## config.mk

```make
export PLATFORM = sky130hd
export DESIGN_NAME = uart_cmd_decoder
export DESIGN_NICKNAME = d
export VERILOG_FILES = /design/src/rtl/uart_cmd_pkg.sv /design/src/rtl/uart_cmd_match.sv /design/src/rtl/uart_cmd_decoder.sv
export SDC_FILE = /design/constraint.sdc
export NUM_CORES = 1
export LEC_CHECK = 0
export BUFFER_PORTS_ARGS = -buffer_cell sky130_fd_sc_hd__clkbuf_2
export CAP_MARGIN = 20
export CORE_ASPECT_RATIO = 0.9
export CORE_MARGIN = 2
export CORE_UTILIZATION = 35
export CTS_CLUSTER_SIZE = 16
export DETAILED_ROUTE_END_ITERATION = 10
export SETUP_SLACK_MARGIN = 0.1
export SYNTH_ARGS = -nofsm -noshare
export SYNTH_HDL_FRONTEND = slang
export SYNTH_SLANG_ARGS = --single-unit
```

## constraint.sdc

```tcl
create_clock -name clk -period 5 [get_ports clk]
set_clock_uncertainty 0.05 [all_clocks]
set_input_delay 0.5 -clock clk [delete_from_list [all_inputs] [get_ports clk]]
set_output_delay 0.5 -clock clk [all_outputs]
set_load 0.01 [all_outputs]
```

## src/rtl/uart_cmd_pkg.sv

```systemverilog
// Shared constants for the UART command decoder: command codes, ASCII control
// characters, keyword table entries and the collector FSM state type.
package uart_cmd_pkg;

   localparam logic [2:0] CMD_NONE = 3'd0;
   localparam logic [2:0] CMD_RUN  = 3'd1;
   localparam logic [2:0] CMD_CLR  = 3'd2;
   localparam logic [2:0] CMD_MODE = 3'd3;
   localparam logic [2:0] CMD_DHT  = 3'd4;
   localparam logic [2:0] CMD_SR   = 3'd5;
   localparam logic [2:0] CMD_ERR  = 3'd7;

   localparam logic [7:0] ASCII_CR = 8'h0D;
   localparam logic [7:0] ASCII_LF = 8'h0A;
   localparam logic [7:0] ASCII_BS = 8'h08;

   localparam int DEFAULT_MAX_LEN = 4;

   // Keywords are stored first character in the low byte, unused bytes zero.
   localparam logic [31:0] KW_RUN  = 32'h004E5552;
   localparam logic [31:0] KW_CLR  = 32'h00524C43;
   localparam logic [31:0] KW_MODE = 32'h45444F4D;
   localparam logic [31:0] KW_DHT  = 32'h00544844;
   localparam logic [31:0] KW_SR   = 32'h00005253;

   localparam int LEN_RUN  = 3;
   localparam int LEN_CLR  = 3;
   localparam int LEN_MODE = 4;
   localparam int LEN_DHT  = 3;
   localparam int LEN_SR   = 2;

   typedef enum logic {
      ST_COLLECT,
      ST_DISCARD
   } state_t;

   function automatic logic [7:0] fold_case(input logic [7:0] c);
      return (c >= 8'h61 && c <= 8'h7A) ? c - 8'h20 : c;
   endfunction

endpackage

```

## src/rtl/uart_cmd_match.sv

```systemverilog
// Combinational keyword lookup: maps the collected line buffer and its length
// to a command code, CMD_NONE when nothing matches exactly.
module uart_cmd_match
   import uart_cmd_pkg::*;
#(
   parameter int MAX_LEN = DEFAULT_MAX_LEN,
   localparam int CW = $clog2(MAX_LEN + 1)
) (
   input  logic [8*MAX_LEN-1:0] line_buf,
   input  logic [CW-1:0]        count,
   output logic [2:0]           code
);

   localparam int NCMP = (MAX_LEN < 4) ? MAX_LEN : 4;

   logic [31:0] view;

   // Bytes past the current length may be stale, so they are zeroed before
   // comparing; together with the length check this makes the match exact.
   always_comb begin
      view = '0;
      for (int i = 0; i < NCMP; i++) begin
         if (i < int'(count)) begin
            view[8*i +: 8] = line_buf[8*i +: 8];
         end
      end
      code = CMD_NONE;
      if (int'(count) == LEN_RUN && view == KW_RUN) begin
         code = CMD_RUN;
      end else if (int'(count) == LEN_CLR && view == KW_CLR) begin
         code = CMD_CLR;
      end else if (int'(count) == LEN_MODE && view == KW_MODE) begin
         code = CMD_MODE;
      end else if (int'(count) == LEN_DHT && view == KW_DHT) begin
         code = CMD_DHT;
      end else if (int'(count) == LEN_SR && view == KW_SR) begin
         code = CMD_SR;
      end
   end

endmodule

```

## src/rtl/uart_cmd_decoder.sv

```systemverilog
// Assembles bytes popped from the UART RX FIFO into short ASCII lines and
// turns each completed line into a one-cycle command strobe.
module uart_cmd_decoder
   import uart_cmd_pkg::*;
#(
   parameter int MAX_LEN        = DEFAULT_MAX_LEN,
   parameter int TIMEOUT_CYCLES = 100_000_000
) (
   input  logic       clk,
   input  logic       rst,
   input  logic       rx_trigger,
   input  logic [7:0] rx_data,
   output logic       cmd_valid,
   output logic [2:0] cmd_code,
   output logic       cmd_run,
   output logic       cmd_clr,
   output logic       cmd_mode,
   output logic       cmd_dht,
   output logic       cmd_sr,
   output logic       cmd_err
);

   localparam int CW = $clog2(MAX_LEN + 1);
   localparam int TW = $clog2(TIMEOUT_CYCLES + 1);
   localparam logic [CW-1:0] MAX_CNT = CW'(MAX_LEN);
   localparam logic [TW-1:0] TMO_MAX = TW'(TIMEOUT_CYCLES);

   state_t              state;
   state_t              eff_state;
   logic [CW-1:0]       count;
   logic [CW-1:0]       eff_count;
   logic [8*MAX_LEN-1:0] line_buf;
   logic [TW-1:0]       tmo_cnt;
   logic [7:0]          ch;
   logic                is_term;
   logic                timeout_hit;
   logic [2:0]          match_code;

   assign ch      = fold_case(rx_data);
   assign is_term = (ch == ASCII_CR) || (ch == ASCII_LF);

   // A timeout on the same edge as a new byte must let that byte start a fresh
   // line, so the byte logic works from these post-timeout views.
   assign timeout_hit = (tmo_cnt == TMO_MAX) && ((count != '0) || (state == ST_DISCARD));
   assign eff_count   = timeout_hit ? '0 : count;
   assign eff_state   = timeout_hit ? ST_COLLECT : state;

   uart_cmd_match #(
      .MAX_LEN (MAX_LEN)
   ) u_match (
      .line_buf (line_buf),
      .count    (count),
      .code     (match_code)
   );

   always_ff @(posedge clk or negedge rst) begin
      if (!rst) begin
         state     <= ST_COLLECT;
         count     <= '0;
         line_buf  <= '0;
         tmo_cnt   <= '0;
         cmd_valid <= 1'b0;
         cmd_code  <= CMD_NONE;
         cmd_run   <= 1'b0;
         cmd_clr   <= 1'b0;
         cmd_mode  <= 1'b0;
         cmd_dht   <= 1'b0;
         cmd_sr    <= 1'b0;
         cmd_err   <= 1'b0;
      end else begin
         cmd_valid <= 1'b0;
         cmd_run   <= 1'b0;
         cmd_clr   <= 1'b0;
         cmd_mode  <= 1'b0;
         cmd_dht   <= 1'b0;
         cmd_sr    <= 1'b0;
         cmd_err   <= 1'b0;

         if (rx_trigger) begin
            tmo_cnt <= '0;
         end else if (tmo_cnt != TMO_MAX) begin
            tmo_cnt <= tmo_cnt + TW'(1);
         end

         if (timeout_hit) begin
            count <= '0;
            state <= ST_COLLECT;
         end

         if (rx_trigger) begin
            if (eff_state == ST_COLLECT) begin
               if (is_term) begin
                  // Empty lines are swallowed so CRLF pairs stay silent.
                  if (eff_count != '0) begin
                     count <= '0;
                     if (match_code != CMD_NONE) begin
                        cmd_valid <= 1'b1;
                        cmd_code  <= match_code;
                        cmd_run   <= (match_code == CMD_RUN);
                        cmd_clr   <= (match_code == CMD_CLR);
                        cmd_mode  <= (match_code == CMD_MODE);
                        cmd_dht   <= (match_code == CMD_DHT);
                        cmd_sr    <= (match_code == CMD_SR);
                     end else begin
                        cmd_err  <= 1'b1;
                        cmd_code <= CMD_ERR;
                     end
                  end
               end else if (ch == ASCII_BS) begin
                  if (eff_count != '0) begin
                     count <= eff_count - CW'(1);
                  end
               end else if (eff_count < MAX_CNT) begin
                  line_buf[{eff_count, 3'b000} +: 8] <= ch;
                  count <= eff_count + CW'(1);
               end else begin
                  state <= ST_DISCARD;
                  count <= '0;
               end
            end else if (is_term) begin
               cmd_err  <= 1'b1;
               cmd_code <= CMD_ERR;
               state    <= ST_COLLECT;
            end
         end
      end
   end

endmodule

```

==> results of run 1 <==
==> Yosys cell counts, types with 6 or more instances <==
master	n
a21oi_1	15
and4_1	10
dfrtp_1	73
ha_1	8
inv_1	22
mux2_2	23
mux2i_1	6
nand2_1	23
nand2b_1	6
nand3_1	19
nand4_1	10
nor2_1	39
nor3_1	8
nor4_1	7
nor4b_1	8
o21ai_0	11
xnor2_1	10
xor2_1	12
==> state kept, by name (all words and copies together), names as in the netlist <==
name / count
cmd_clr: 1
cmd_code: 3
cmd_dht: 1
cmd_err: 1
cmd_mode: 1
cmd_run: 1
cmd_sr: 1
cmd_valid: 1
count: 3
line_buf: 32
state: 1
tmo_cnt: 27
==> layout make-up <==
cell class / instances / area [um^2]
Clock inverter: 6 / 57.6
Tap cell: 152 / 190
Timing Repair Buffer: 20 / 103
Multi-Input combinational cell: 275 / 1920
Fill cell: 1047 / 6430
Inverter: 22 / 82.6
Clock buffer: 10 / 239
Sequential cell: 73 / 1830
==> worst max-delay path by stage <==
stage	start	end	slack, ns	cells after the start
after floorplan	tmo_cnt[0]	line_buf[16]	1.74	13
after global placement	tmo_cnt[10]	line_buf[7]	1.42	10
after detailed placement	tmo_cnt[10]	line_buf[6]	1.30	10
after CTS	tmo_cnt[10]	line_buf[6]	1.27	10
after global routing	tmo_cnt[10]	line_buf[6]	0.99	9
final	tmo_cnt[10]	line_buf[6]	1.24	9
==> report_power, final <==
group | internal (mW) | switching [mW] | total [mW]
registers | 0.623 | 0.0536 | 0.677
logic | 0.0864 | 0.154 | 0.240
clock network | 0.396 | 0.244 | 0.640
total | 1.11 | 0.451 | 1.56
==> cells by family (layout without fill, tap and decap cells) <==
kind of cell             Yosys count  in the layout  synth area share
AND/OR/NAND/NOR                  161            161             0.240
flip-flops                        73             73             0.469
AO/OA/AOI/OAI                     55             55            0.0964
buffers and inverters             34             58            0.0373
multiplexers                      29             29            0.0819
XOR/XNOR                          22             22            0.0495
adder cells (fa/ha/maj)            8              8            0.0257
==> routing by layer <==
metal	vias up	GRT usage	wire length [um]
met5	-	0	0
met4	0	0.0714	181
met3	13	0.0233	385
met2	71	0.218	3780
met1	1418	0.234	4310
li1	1435	-	-
==> worst max-delay path, cell delays in order, from the launching register on <==
cell and delay [ns]:
dfrtp_1 0.42, or4_1 0.53, nor2_1 0.21, nand4_2 0.41
nand2_1 0.31, ha_1 0.21, ha_1 0.33, nand2_1 0.11
a211oi_2 0.66, mux2_2 0.41
==> results.toml, run 1 <==
[run_status]
run_status = "finished, final reports clean"

[sta]
slew_headroom = 0.387
min_period_ns = 3.76
fin_hold_ws_ns = 0.224
finalHoldViolCount = 0
rsz0062_at_grt = "no"
slew_violations = 0
fin_crit_sh = 0.752
setup_ws_ns = 1.24
fmax_ghz = 0.266
worst_pin_slew_ns = 0.919
finalSetupViolations = 0
finalSetupTns_ns = 0

[cts]
cts_tree = "built"
ctsResizeCount = 0
cts_hold_buffers = 0
cts_setup_buffers = 0
cts_buffers = 9
cts_htree_levels = 3
clockBufferDepth = 2
root_buffer = "clkbuf_16"
clock_latency_ns = 0.33
clkSlewWorstSetupHoldPaths_ns = 0.06
cts.sinks = 73

[route]
totalWireLength_um = 8660
first_iter_violations = 226
vias_per_cell = 5.26
postRouteAntennaNets = 0
drc = 0
wl_per_cell_um = 15.5
num_vias = 2937
dr.pass1.iters = 4

[critical_path]
r2r_start = "tmo_cnt[10]"
worst_ep_arrival_time_ns = 3.93
timing.rr.end = "line_buf[6]"
rrSetupSlack_ns = 1.24
critPathLaunchType = "flip-flop"
crit_required_ns = 5.17
r2r_cells = 9
path_class = "reg -> reg"
cp_max_fo = 17
cp-end-kind = "flip-flop"

[synthesis]
syn_nets = 401
netlist-cell-type-count = 61
async_reset_ff_frac = 1.00
ys_ff_latch = 73
syn_avg_cell_area_um2 = 10.2
synth_top_area_share = 0.469
ys_seq_area_frac = 0.469
netlist_area_um2 = 3890
postSynthCellCount = 382
ys.flop_type = "dfrtp_1"
synth_edf_count = 0
synth_area_leaders = "dfrtp_1 47%, mux2_2 6.7%, nor2_1 3.8%"
yosysTopAreaCell = "dfrtp_1"
ys_warn_count = 0

[global_routing]
globalRouteOverflowTotal = 0
grt_max_degree = 74
antenna_found_initial = 0
grt_util_all_layers = 0.156
grt_pass1_vias = 2890
grt_pass1_wl_um = 14700

[floorplanning]
die_x_um = 115
initial_core_util = 0.359
die-area_um2 = 12000
num_rows = 36
pin_count = 21
core_area_um2 = 10900
die_y_um = 104

[placed_design]
place_ws_ns = 1.30
place_hpwl_um = 5940
place_area_um2 = 4120
gp_congestion = 0.957
numPortBuffers = 20
placed_cells = 542

[layout]
area_growth_pct = 13.5
fin_util = 0.407
n_antenna_cell = 0
final_cell_mix = "73 x dfrtp_1, 39 x nor2_1, 23 x nand2_1, 23 x mux2_2, 22 x inv_1"
fin_nets = 420
final_cell_count_no_fill = 558
drive_gt1_frac = 0.172
final_common_cell = "dfrtp_1"
final_area_um2 = 4420

[pwr]
finalPower_mw = 1.56
peakVddDrop_uv = 157
powerDensity_nw_per_um2 = 352
leakagePower_nw = 1.94

[run]
maxCapViolCount = 0

[min_path]
hold_class = "in -> async"
Note: power is estimated with default switching activity, not from simulation.
==> inputs of run 2 (changes only) <==
Settings changed: ABC_AREA set to 1.
Clock period 5 ns to 3.8 ns, I/O delays scaled along.
==> run 2 against run 1 <==
  * Register-to-register slack got worse by 0.64 ns
  * Synthesized cell count is 79% higher
  * Highest routed layer unchanged
  * Final cell count grew 57%
  * Critical path depth rose by 4
  * Worst hold slack got worse by 0.10 ns
  * First-iteration DRC count increased by 92%
  * Via count rose by 53%
==> results.toml, run 2 <==
[pwr]
peakVddDrop_uv = 286
finalPower_mw = 2.87
powerDensity_nw_per_um2 = 530
leakagePower_nw = 2.52

[floorplanning]
die_y_um = 116
num_rows = 40
initial_core_util = 0.361
die-area_um2 = 14800
die_x_um = 128
pin_count = 21
core_area_um2 = 13500

[cts]
ctsResizeCount = 0
cts_htree_levels = 3
clock_latency_ns = 0.35
cts_setup_buffers = 0
cts_buffers = 9
cts_hold_buffers = 0
cts.sinks = 73
clockBufferDepth = 2
clkSlewWorstSetupHoldPaths_ns = 0.06
cts_tree = "built"
root_buffer = "clkbuf_16"

[global_routing]
antenna_found_initial = 0
grt_max_degree = 74
grt_util_all_layers = 0.181
grt_pass1_vias = 4298
grt_pass1_wl_um = 21300
globalRouteOverflowTotal = 0

[critical_path]
r2r_cells = 13
critPathLaunchType = "flip-flop"
startpoint = "count[2]"
cp.depth = 13
crit_family = "simple AND/OR/NAND/NOR gates"
path_class = "reg -> reg"
crit_slowest_cell = "dfrtp_1"
crit_required_ns = 3.99
cp_max_fo = 11
cpPeakStageDelay_ns = 0.55
crit_chain = "nor2_4, nand2_1, or2_1, nand3_2, nand2_2, ha_1, ha_1, inv_1, nand3_1, nor3_2, nand3_2, nand2_1, nand2_1"
r2r_start = "count[2]"
critPathBufInv = 1
crit_path_frequent_cell = "nand2_1"
worst_ep_arrival_time_ns = 3.39
cp-end-kind = "flip-flop"

[layout]
final_common_cell = "nand2_1"
fin_util = 0.402
drive_gt1_frac = 0.124
final_cell_mix = "166 x nand2_1, 96 x nor2_1, 82 x inv_1"
area_growth_pct = 11.4
final_area_um2 = 5420
fin_nets = 724
n_antenna_cell = 0
largest_reg_flops = 32
top_register = "line_buf"
fillers = 1362
top_regs = "line_buf x32, tmo_cnt x27"

[synthesis]
syn_avg_cell_area_um2 = 7.11
postSynthCellCount = 684
synth_edf_count = 0
ys.flop_type = "dfrtp_1"
ys_seq_area_frac = 0.376
yosysTopAreaCell = "dfrtp_1"
synth_area_leaders = "dfrtp_1 38%, nand2_1 13%, nor2_1 7.4%"
synth_top_cells_by_count = "166 x nand2_1, 96 x nor2_1, 82 x inv_1"
netlist-cell-type-count = 40
netlist_area_um2 = 4860
synth_top_area_share = 0.376
ys_ff_latch = 73
synth.most_common_cell = "nand2_1"
syn_nets = 703
async_reset_ff_frac = 1.00
ys_warn_count = 0

[placed_design]
gp_congestion = 0.912
place_area_um2 = 5100
place_hpwl_um = 9270
numPortBuffers = 20

[sta]
slew_violations = 0
rsz0062_at_grt = "no"
worst_pin_slew_ns = 0.935
fmax_ghz = 0.312
slew_headroom = 0.377
finalSetupTns_ns = 0
min_period_ns = 3.20
finalHoldViolCount = 0
finalSetupViolations = 0
fin_crit_sh = 0.842

[route]
postRouteAntennaNets = 0
drc = 0
dr.pass1.iters = 4
num_vias = 4503
first_iter_violations = 434
totalWireLength_um = 12500
vias_per_cell = 5.13
wl_per_cell_um = 14.2

[run]
maxCapViolCount = 0

[min_path]
hold_class = "in -> async"

[run_status]
run_status = "finished, final reports clean"
-- run 2: changes by cell type after synthesis, moves of 10 or more --
cell     before  now
a21oi_1      15   27
and4_1       10    0
inv_1        22   82
inv_2         0   11
mux2_2       23    0
nand2_1      23  166
nand3_1      19   41
nand4_1      10   54
nor2_1       39   96
nor3_1        8   20
xnor2_1      10    0
-- run 2: cell families (layout without fill, tap and decap cells) --
family                   Yosys count  in the layout  share of synthesized area
buffers and inverters            108            134                     0.0924
flip-flops                        73             73                      0.376
AND/OR/NAND/NOR                  430            430                      0.433
adder cells (fa/ha/maj)            8              8                     0.0206
XOR/XNOR                           3              3                    0.00541
AO/OA/AOI/OAI                     62             62                     0.0726
-- run 2: final cells by class --
type,count,area (um^2),area share
Clock inverter,6,82.6,0.0152
Timing Repair Buffer,23,125,0.0231
Tap cell,168,210,0.0388
Multi-Input combinational cell,503,2580,0.477
Sequential cell,73,1830,0.337
Clock buffer,10,229,0.0423
Inverter,95,357,0.0659
-- run 2: through the flow --
stage | worst slack [ns] | instances | hold WS (ns)
4_1_cts | 0.614 | 878 | 0.163
2_1_floorplan | 1.15 | 684 | 0.0344
5_1_grt | 0.283 | 878 | 0.203
3_5_place_dp | 0.637 | 862 | 0.410
6_report | 0.600 | 878 | 0.124
3_3_place_gp | 0.781 | 862 | 0.404
-- run 2: worst paths after layout --
check	to	slack (ns)
max	line_buf[21]	0.60
min	tmo_cnt[15]	0.12
max reg2reg	line_buf[21]	0.60
min reg2reg	line_buf[6]	0.42
max in group asynchronous	line_buf[17]	2.97
min in group clk	line_buf[12]	0.31
-- run 2: report_power, final --
part           internal [mW]  total [mW]  switching, mW
logic                  0.274       0.932          0.658
clock network          0.571       0.907          0.336
registers              0.888        1.03          0.143
-- run 2: metal layers --
metal | vias to the layer above | part of all wire | GRT usage
met1 | 2102 | 0.52 | 0.263
met5 | - | 0 | 0
met2 | 95 | 0.43 | 0.269
met3 | 14 | 0.032 | 0.0337
met4 | 0 | 0.020 | 0.0681
li1 | 2292 | - | -
